<file path="config.mk">
export PLATFORM = sky130hd
export DESIGN_NAME = lvds_frame_pack_flat
export DESIGN_NICKNAME = d
export VERILOG_FILES = /design/src/rtl/lvds_pkg.sv /design/src/rtl/lvds_frame_pack_if.sv /design/src/rtl/lvds_frame_pack_axis_out_reg.sv /design/src/rtl/lvds_frame_pack.sv /design/src/flat_wrapper.sv
export SDC_FILE = /design/constraint.sdc
export NUM_CORES = 1
export LEC_CHECK = 0
export BUFFER_PORTS_ARGS = -buffer_cell sky130_fd_sc_hd__buf_2
export CAP_MARGIN = 20
export CORE_MARGIN = 10
export CORE_UTILIZATION = 40
export CTS_CLUSTER_SIZE = 16
export DETAILED_ROUTE_END_ITERATION = 10
export GPL_TIMING_DRIVEN = 0
export MAX_ROUTING_LAYER = met4
export PLACE_DENSITY_LB_ADDON = 0.12
export SLEW_MARGIN = 15
export SYNTH_ARGS = -nofsm -noshare
export SYNTH_HDL_FRONTEND = slang
export SYNTH_HIERARCHICAL = 1
export SYNTH_SLANG_ARGS = --single-unit
export TNS_END_PERCENT = 5
</file>
<file path="constraint.sdc">
create_clock -name clk -period 1.8 [get_ports clk]
set_input_delay 0.09 -clock clk [delete_from_list [all_inputs] [get_ports clk]]
set_output_delay 0.09 -clock clk [all_outputs]
set_load 0.02 [all_outputs]
</file>
<file path="src/rtl/lvds_pkg.sv">
// Shared types and defaults for the LVDS frame packer: FSM states, header
// field widths and the saturating beat-counter helper.
package lvds_pkg;

    localparam int          FRAME_NUM_DEFAULT = 1024;
    localparam logic [31:0] SYNC_WORD_DEFAULT = 32'hA5A5_5AA5;

    localparam int HDR_SEQ_W  = 16;
    localparam int HDR_LEN_W  = 16;
    localparam int SAMPLE_W   = 16;
    localparam int BEAT_CNT_W = 16;

    typedef enum logic [2:0] {
        IDLE,
        HDR0,
        HDR1,
        PAYLOAD,
        FLUSH
    } state_e;

    // Beat counter sticks at all-ones so an overlong frame never aliases to a valid length.
    function automatic logic [BEAT_CNT_W-1:0] sat_inc(input logic [BEAT_CNT_W-1:0] value);
        return (value == '1) ? value : value + 1'b1;
    endfunction

endpackage

</file>
<file path="src/rtl/lvds_frame_pack_if.sv">
// AXI4-Stream style bundle used for both the sample input and the packed output.
interface axis_if #(
    parameter int W = 32
);
    logic           TVALID;
    logic           TREADY;
    logic [W-1:0]   TDATA;
    logic           TLAST;
    logic [W/8-1:0] TSTRB;

    modport master (
        output TVALID,
        output TDATA,
        output TLAST,
        output TSTRB,
        input  TREADY
    );

    modport slave (
        input  TVALID,
        input  TDATA,
        input  TLAST,
        input  TSTRB,
        output TREADY
    );
endinterface

</file>
<file path="src/rtl/lvds_frame_pack_axis_out_reg.sv">
// One-entry registered output stage: breaks the TREADY->TVALID path while
// still accepting a new word every cycle when the sink keeps TREADY high.
module axis_out_reg #(
    parameter int W = 32
) (
    input  logic         clk,
    input  logic         rst_n,
    input  logic         in_valid,
    output logic         in_ready,
    input  logic [W-1:0] in_data,
    input  logic         in_last,
    axis_if.master       m
);

    logic         valid_q;
    logic [W-1:0] data_q;
    logic         last_q;

    assign in_ready = !valid_q || m.TREADY;

    assign m.TVALID = valid_q;
    assign m.TDATA  = data_q;
    assign m.TLAST  = last_q;
    assign m.TSTRB  = '1;

    // NOTE: sequential state uses non-blocking assignments so every register
    // samples pre-edge values regardless of process evaluation order.
    always_ff @(posedge clk or negedge rst_n) begin
        if (!rst_n) begin
            valid_q <= 1'b0;
            // NOTE: data and last are reset as well so the bus reads all-zero
            // while rst_n is low, not just invalid.
            data_q  <= '0;
            last_q  <= 1'b0;
        end else if (in_valid && in_ready) begin
            valid_q <= 1'b1;
            data_q  <= in_data;
            last_q  <= in_last;
        end else if (m.TREADY) begin
            valid_q <= 1'b0;
        end
    end

endmodule

</file>
<file path="src/rtl/lvds_frame_pack.sv">
// Packs pairs of 16-bit LVDS samples into 32-bit words, framing each packet
// with a sync word and a {sequence, length} header.
module lvds_frame_pack
    import lvds_pkg::*;
#(
    parameter int          FRAME_NUM          = FRAME_NUM_DEFAULT,
    parameter int          M_AXIS_TDATA_WIDTH = 32,
    parameter logic [31:0] SYNC_WORD          = SYNC_WORD_DEFAULT
) (
    input  logic                  clk,
    input  logic                  rst_n,
    axis_if.slave                 S_AXIS,
    axis_if.master                M_AXIS,
    output logic [HDR_SEQ_W-1:0]  frame_cnt,
    output logic                  len_err,
    output logic                  busy
);

    if (M_AXIS_TDATA_WIDTH != 32 || FRAME_NUM < 2 || (FRAME_NUM % 2) != 0) begin : g_param_check
        $error("lvds_frame_pack: TDATA width must be 32 and FRAME_NUM even and >= 2");
    end

    localparam logic [HDR_LEN_W-1:0]  HDR_LEN   = HDR_LEN_W'(FRAME_NUM / 2);
    localparam logic [BEAT_CNT_W-1:0] FRAME_LEN = BEAT_CNT_W'(FRAME_NUM);

    state_e                  state_q;
    logic                    phase_q;
    logic                    flush_pend_q;
    logic                    len_err_q;
    logic [SAMPLE_W-1:0]     low_q;
    logic [BEAT_CNT_W-1:0]   beat_cnt_q;
    logic [BEAT_CNT_W-1:0]   beat_cnt_next;
    logic [HDR_SEQ_W-1:0]    seq_q;

    logic                    push;
    logic                    push_last;
    logic [31:0]             push_data;
    logic                    out_ready;
    logic                    s_ready;
    logic                    s_hs;
    logic                    m_hs;
    logic [SAMPLE_W-1:0]     sample;
    logic                    unused_tdata_hi;

    assign sample          = S_AXIS.TDATA[SAMPLE_W-1:0];
    assign unused_tdata_hi = ^{S_AXIS.TDATA[M_AXIS_TDATA_WIDTH-1:SAMPLE_W], S_AXIS.TSTRB};

    assign s_ready       = (state_q == PAYLOAD) && out_ready;
    assign S_AXIS.TREADY = s_ready;
    assign s_hs          = S_AXIS.TVALID && s_ready;
    assign m_hs          = M_AXIS.TVALID && M_AXIS.TREADY;
    assign beat_cnt_next = sat_inc(beat_cnt_q);

    assign frame_cnt = seq_q;
    assign len_err   = len_err_q;
    assign busy      = (state_q != IDLE);

    // Each header word is loaded only once the previous one has left the
    // output register, so HDR0/HDR1 track exactly which word is on the bus.
    always_comb begin
        // NOTE: every output of this block gets a default first; a path that
        // leaves one unassigned would infer a latch.
        push      = 1'b0;
        push_last = 1'b0;
        push_data = '0;
        unique case (state_q)
            IDLE: begin
                push      = S_AXIS.TVALID;
                push_data = SYNC_WORD;
            end
            HDR0: begin
                push      = m_hs;
                push_data = {seq_q, HDR_LEN};
            end
            PAYLOAD: begin
                push      = s_hs && phase_q;
                push_last = S_AXIS.TLAST;
                push_data = {sample, low_q};
            end
            FLUSH: begin
                push      = flush_pend_q;
                push_last = 1'b1;
                push_data = {16'h0000, low_q};
            end
            default: ;
        endcase
    end

    always_ff @(posedge clk or negedge rst_n) begin
        if (!rst_n) begin
            state_q      <= IDLE;
            phase_q      <= 1'b0;
            flush_pend_q <= 1'b0;
            len_err_q    <= 1'b0;
            low_q        <= '0;
            beat_cnt_q   <= '0;
            seq_q        <= '0;
        end else begin
            len_err_q <= 1'b0;
            if (m_hs && M_AXIS.TLAST) begin
                seq_q <= seq_q + 1'b1;
            end

            unique case (state_q)
                IDLE: begin
                    beat_cnt_q <= '0;
                    phase_q    <= 1'b0;
                    if (S_AXIS.TVALID && out_ready) begin
                        state_q <= HDR0;
                    end
                end
                HDR0: if (m_hs) state_q <= HDR1;
                HDR1: if (m_hs) state_q <= PAYLOAD;
                PAYLOAD: begin
                    if (s_hs) begin
                        phase_q    <= !phase_q;
                        beat_cnt_q <= S_AXIS.TLAST ? '0 : beat_cnt_next;
                        if (!phase_q) begin
                            low_q <= sample;
                        end
                        // The odd-beat TLAST word is already queued; an even
                        // TLAST still owes a zero-padded closing word.
                        if (S_AXIS.TLAST) begin
                            len_err_q    <= (beat_cnt_next != FRAME_LEN);
                            flush_pend_q <= !phase_q;
                            state_q      <= FLUSH;
                        end
                    end
                end
                FLUSH: begin
                    if (flush_pend_q && out_ready) begin
                        flush_pend_q <= 1'b0;
                    end
                    if (m_hs && M_AXIS.TLAST) begin
                        state_q <= IDLE;
                    end
                end
                default: state_q <= IDLE;
            endcase
        end
    end

    axis_out_reg #(
        .W (M_AXIS_TDATA_WIDTH)
    ) u_out_reg (
        .clk      (clk),
        .rst_n    (rst_n),
        .in_valid (push),
        .in_ready (out_ready),
        .in_data  (push_data),
        .in_last  (push_last),
        .m        (M_AXIS)
    );

endmodule

</file>
<file path="src/flat_wrapper.sv">
// flat-port wrapper written by rule: the top's interface ports become plain ports
module lvds_frame_pack_flat import lvds_pkg::*;
#(
    parameter int          FRAME_NUM          = FRAME_NUM_DEFAULT,
    parameter int          M_AXIS_TDATA_WIDTH = 32,
    parameter logic [31:0] SYNC_WORD          = SYNC_WORD_DEFAULT
)
  (clk, rst_n, frame_cnt, len_err, busy, S_AXIS_TVALID, S_AXIS_TDATA, S_AXIS_TLAST, S_AXIS_TSTRB, S_AXIS_TREADY, M_AXIS_TVALID, M_AXIS_TDATA, M_AXIS_TLAST, M_AXIS_TSTRB, M_AXIS_TREADY);
  axis_if #(.W(32)) S_AXIS_i ();
  axis_if #(.W(32)) M_AXIS_i ();
  input  logic clk;
  input  logic rst_n;
  output logic [HDR_SEQ_W-1:0] frame_cnt;
  output logic len_err;
  output logic busy;
  input wire logic [$bits(S_AXIS_i.TVALID)-1:0] S_AXIS_TVALID;
  input wire logic [$bits(S_AXIS_i.TDATA)-1:0] S_AXIS_TDATA;
  input wire logic [$bits(S_AXIS_i.TLAST)-1:0] S_AXIS_TLAST;
  input wire logic [$bits(S_AXIS_i.TSTRB)-1:0] S_AXIS_TSTRB;
  output wire logic [$bits(S_AXIS_i.TREADY)-1:0] S_AXIS_TREADY;
  output wire logic [$bits(M_AXIS_i.TVALID)-1:0] M_AXIS_TVALID;
  output wire logic [$bits(M_AXIS_i.TDATA)-1:0] M_AXIS_TDATA;
  output wire logic [$bits(M_AXIS_i.TLAST)-1:0] M_AXIS_TLAST;
  output wire logic [$bits(M_AXIS_i.TSTRB)-1:0] M_AXIS_TSTRB;
  input wire logic [$bits(M_AXIS_i.TREADY)-1:0] M_AXIS_TREADY;
  assign S_AXIS_i.TVALID = S_AXIS_TVALID;
  assign S_AXIS_i.TDATA = S_AXIS_TDATA;
  assign S_AXIS_i.TLAST = S_AXIS_TLAST;
  assign S_AXIS_i.TSTRB = S_AXIS_TSTRB;
  assign S_AXIS_TREADY = S_AXIS_i.TREADY;
  assign M_AXIS_TVALID = M_AXIS_i.TVALID;
  assign M_AXIS_TDATA = M_AXIS_i.TDATA;
  assign M_AXIS_TLAST = M_AXIS_i.TLAST;
  assign M_AXIS_TSTRB = M_AXIS_i.TSTRB;
  assign M_AXIS_i.TREADY = M_AXIS_TREADY;
  lvds_frame_pack #(.FRAME_NUM(FRAME_NUM), .M_AXIS_TDATA_WIDTH(M_AXIS_TDATA_WIDTH), .SYNC_WORD(SYNC_WORD)) u_core (.clk(clk), .rst_n(rst_n), .S_AXIS(S_AXIS_i), .M_AXIS(M_AXIS_i), .frame_cnt(frame_cnt), .len_err(len_err), .busy(busy));
endmodule
</file>
==> summary.txt <==
STA
  – Final number of max-transition violations: 0
  – Minimum period implied by the final worst setup slack: 1910 ps
  – Setup violations, final: 48
  – Period utilisation layout: 106%
  – Final Skew: 4.32 ps
  – TNS Setup: -2700 ps
  – Worst Tran Pin Value: between 600 and 700 ps
  – Worst rel slew slack: 54.2%
  – RSZ-0062 raised after global routing: true
  – Maximum clock frequency: 522 MHz
  – Setup ws final: -114 ps
  – Number of hold-slack violations in the final timing report: 0
  – Worst-case hold slack: approximately 26 ps

Worst hold path
  – Critical hold path startpoint: S_AXIS_TDATA[1]
  – WHS Endpoint: u_core/low_q[1]$_DFFE_PN0P_
  – Worst hold path class: primary input to flop
  – WHS Path Cells: 2

Clock tree
  – Worst skew pair latency: 330 ps
  – Number of H-tree levels: 3
  – CTS Sinks: 88
  – Clock transition time at the flip-flop clock pins of the worst setup and hold paths: 60 ps
  – Number of buffers between clock root and the deepest sink: 2
  – Clock root buffer: sky130_fd_sc_hd__clkbuf_16
  – Clock tree from TritonCTS: built
  – Total CTS buffers: 9

Detailed routing
  – Drt first-iter violations: about 320
  – Antenna violation net count after detailed routing: 0
  – Via count: 3701
  – Routed length per placed instance: roughly 18 µm
  – Number of design rule violations left after detail routing: 0
  – Aggregate routed wire length: 12700 µm
  – Routed via count divided by cell count: 5.31
  – Total iterations of the first detailed-routing run: 4

Global routing
  – GRT Util Overall: 15.6%
  – Number of global-route vias before repair: 3574
  – Leftover overflow at the end of global routing: 0
  – First-pass GRT wire length: around 20000 µm
  – Number of antenna violations at the first check in global routing: 0
  – Largest net degree at the start of global routing: 47

Placed design
  – RD Place Congestion: 0.900
  – HPWL reported at the end of detailed placement: ~9000 µm
  – Worst-case setup slack after placement: -330 ps
  – Standard cell area after detailed placement: around 0.0052 mm²
  – Number of buffers inserted by port buffering: 73
  – Number of placed instances with taps included: 653

Cells and area
  – Combined area of the multi-input logic cells: 0.00243 mm²
  – Diodes inserted: 0
  – Layout overhead on the synthesized area: 29.9%
  – Net count reported at finish: 592
  – Final standard cell area without fillers: 0.00603 mm²
  – Fraction of layout instances using a drive strength above 1: 41.5%
  – Share of the core filled with cells: 53.1%
  – Total area of sequential cells: ~0.0022 mm²
  – Final instance count without filler cells: 697
  – Fillers: ~1000
  – Most frequent cells in the layout: sky130_fd_sc_hd__buf_2 (76), sky130_fd_sc_hd__dfrtp_1 (76), sky130_fd_sc_hd__nand2_1 (41), sky130_fd_sc_hd__mux2_4 (41), sky130_fd_sc_hd__nor2_1 (32)

Worst setup path
  – Largest fanout on the critical path: 10
  – Number of cells traversed by the worst register-to-register path: 7
  – Endpoint required time on the critical path: a little over 2000 ps
  – Capturing element type of the critical path: flop
  – Critical path launch point type: flop
  – Data arrival time at the worst-slack endpoint: 2130 ps
  – Critical R2R Launch: u_core/state_q[0]$_DFFE_PN0P_
  – Endpoint of the worst register-to-register path: u_core/u_out_reg/m.TDATA[3]$_DFFE_PN0P_
  – Worst-case register-to-register setup slack: -110 ps
  – Worst setup path category: flop to flop

Synth
  – Mean area per synthesized cell: 10.7 µm²
  – Post-synthesis sequential area ratio: 47.4%
  – Flop and latch count out of synthesis: 88
  – Proportion of synthesized flip-flops having asynchronous set or reset: 100%
  – Most used flip-flop cell after synthesis: sky130_fd_sc_hd__dfrtp_1
  – Yosys warning count: 6
  – Post-synthesis cell type count: 57
  – Number of enable-type register cells in the synthesized netlist: 0
  – Syn Std Cell Area: ~0.0046 mm²
  – Number of instances in the synthesized netlist: 433

Power
  – Switching power: 3.10 mW
  – Register share of total power: 33.9%
  – PwrDens: between 1000 and 1500 mW/mm²
  – Switching Share: 36.0%
  – Int Pwr: ~5.5 mW
  – Clock share of power: 21.8%
  – Portion of total power attributed to combinational logic: 44.3%
  – LEAKAGE: 2.96 nW
  – Post-route total power: 8.61 mW
  – Worst ir drop on vdd: 0.846 mV

Floorplan
  – Top-level port count: 98
  – Floorplan core area: 0.0114 mm²
  – Effective utilization at floorplan: 40.8%
  – Die extent in y: between 100 and 150 µm
  – Die X: 128 µm
  – Number of rows created at floorplan: 39
  – Die Area: approximately 0.016 mm²

Outcome
  – Status: finished with violations
  – Violations in the final reports: setup timing

Flow run
  – Total of max-cap violations: 0
[synthesized netlist by cell type, types with 4 or more instances]
| cell | count | area, µm² |
|---|---|---|
| sky130_fd_sc_hd__buf_2 | 11 | 55.1 |
| sky130_fd_sc_hd__nand2_1 | 44 | 165 |
| sky130_fd_sc_hd__a21oi_1 | 30 | 150 |
| sky130_fd_sc_hd__nand4_1 | 5 | 31.3 |
| sky130_fd_sc_hd__inv_1 | 12 | 45.0 |
| sky130_fd_sc_hd__dfrtp_1 | 88 | 2200 |
| sky130_fd_sc_hd__nor3_1 | 8 | 40.0 |
| sky130_fd_sc_hd__mux2i_1 | 9 | 90.1 |
| sky130_fd_sc_hd__xor2_1 | 6 | 52.6 |
| sky130_fd_sc_hd__o31ai_1 | 5 | 37.5 |
| sky130_fd_sc_hd__o21ai_0 | 16 | 80.1 |
| sky130_fd_sc_hd__mux2_2 | 19 | 214 |
| sky130_fd_sc_hd__xnor2_1 | 13 | 114 |
| sky130_fd_sc_hd__and2_1 | 10 | 62.6 |
| sky130_fd_sc_hd__buf_4 | 7 | 52.6 |
| sky130_fd_sc_hd__nand3_1 | 11 | 55.1 |
| sky130_fd_sc_hd__mux2_4 | 30 | 450 |
| sky130_fd_sc_hd__nor2_1 | 39 | 146 |
| sky130_fd_sc_hd__a31oi_1 | 7 | 43.8 |
| sky130_fd_sc_hd__clkbuf_1 | 4 | 15.0 |
[layer usage]
metal / global-route usage [%] / wire length, µm
met1: 20.9 / 6070
met2: 21.9 / 5820
met3: 3.76 / 652
met4: 6.49 / 193
met5: - / 0
[worst max path at each step]
| stage | cells past startpoint | startpoint | endpoint | slack [ps] |
|---|---|---|---|---|
| after global routing | 7 | u_core/state_q[0]$_DFFE_PN0P_ | u_core/u_out_reg/m.TDATA[3]$_DFFE_PN0P_ | -170 |
| after CTS | 5 | u_core/state_q[2]$_DFFE_PN0P_ | u_core/beat_cnt_q[10]$_DFFE_PN0P_ | -270 |
| after floorplan | 7 | u_core/beat_cnt_q[0]$_DFFE_PN0P_ | u_core/len_err$_DFF_PN0_ | -20 |
| final | 7 | u_core/state_q[0]$_DFFE_PN0P_ | u_core/u_out_reg/m.TDATA[3]$_DFFE_PN0P_ | -110 |
| after global placement | 7 | u_core/beat_cnt_q[0]$_DFFE_PN0P_ | u_core/len_err$_DFF_PN0_ | -370 |
| after detailed placement | 7 | u_core/beat_cnt_q[0]$_DFFE_PN0P_ | u_core/len_err$_DFF_PN0_ | -330 |
[kinds of logic after synthesis]
logic type	Yosys count	share of synthesized area, %
other	1	0.0808
and+or+nand+nor	145	16.1
DFF	88	47.4
adders and majority gates	2	0.539
muxes	58	16.2
xor gates and xnor gates	19	3.58
buffers and inverters	38	4.98
AOI/OAI and AO/OA	82	11.0
[layout make-up]
cell class              instances  area share, %
multi-input cells             310           40.3
flip-flops and latches         88           36.7
repair buffers                104           10.7
clock buffers                  14           4.21
plain buffers                  23           3.59
well taps                     143           2.97
inverters                      13          0.809
clock inverters                 2          0.643
[flip-flops by register name (all words and copies together), names as in the netlist]
| signal | cells |
|---|---|
| u_core/beat_cnt_q | 16 |
| u_core/flush_pend_q | 1 |
| u_core/frame_cnt | 16 |
| u_core/len_err | 1 |
| u_core/low_q | 16 |
| u_core/phase_q | 1 |
| u_core/state_q | 3 |
| u_core/u_out_reg/m.TDATA | 32 |
| u_core/u_out_reg/m.TLAST | 1 |
| u_core/u_out_reg/m.TVALID | 1 |
[power groups by stage]
| stage | Combinational [mW] | Sequential, mW | Clock (mW) |
|---|---|---|---|
| global placement | 3.42 | 2.89 | 0 |
| floorplan | 2.18 | 3.20 | 0 |
| finish | 3.82 | 2.92 | 1.88 |
| CTS | 3.54 | 2.88 | 1.92 |
| detailed placement | 3.47 | 2.90 | 0 |
| global route | 4.12 | 2.99 | 2.01 |
[worst max-delay path: stages (launching register included)]
cell and delay [ps]:
sky130_fd_sc_hd__dfrtp_2 470, sky130_fd_sc_hd__and2_1 160, sky130_fd_sc_hd__buf_2 170, sky130_fd_sc_hd__nor2b_4 150
sky130_fd_sc_hd__or2_4 260, sky130_fd_sc_hd__buf_6 160, sky130_fd_sc_hd__and2_1 160, sky130_fd_sc_hd__mux2_4 260
[repair_timing]
| item | in CTS | in global routing |
|---|---|---|
| buffers inserted | 4 | 21 |
| endpoints found under the setup margin | 64 | 74 |
| pin swaps | 4 | 13 |
| endpoints found under the hold margin | 49 | 0 |
| resized for setup | 12 | 70 |
| hold buffers | 5 | 0 |
No activity file was read; power rests on OpenSTA's default activity.
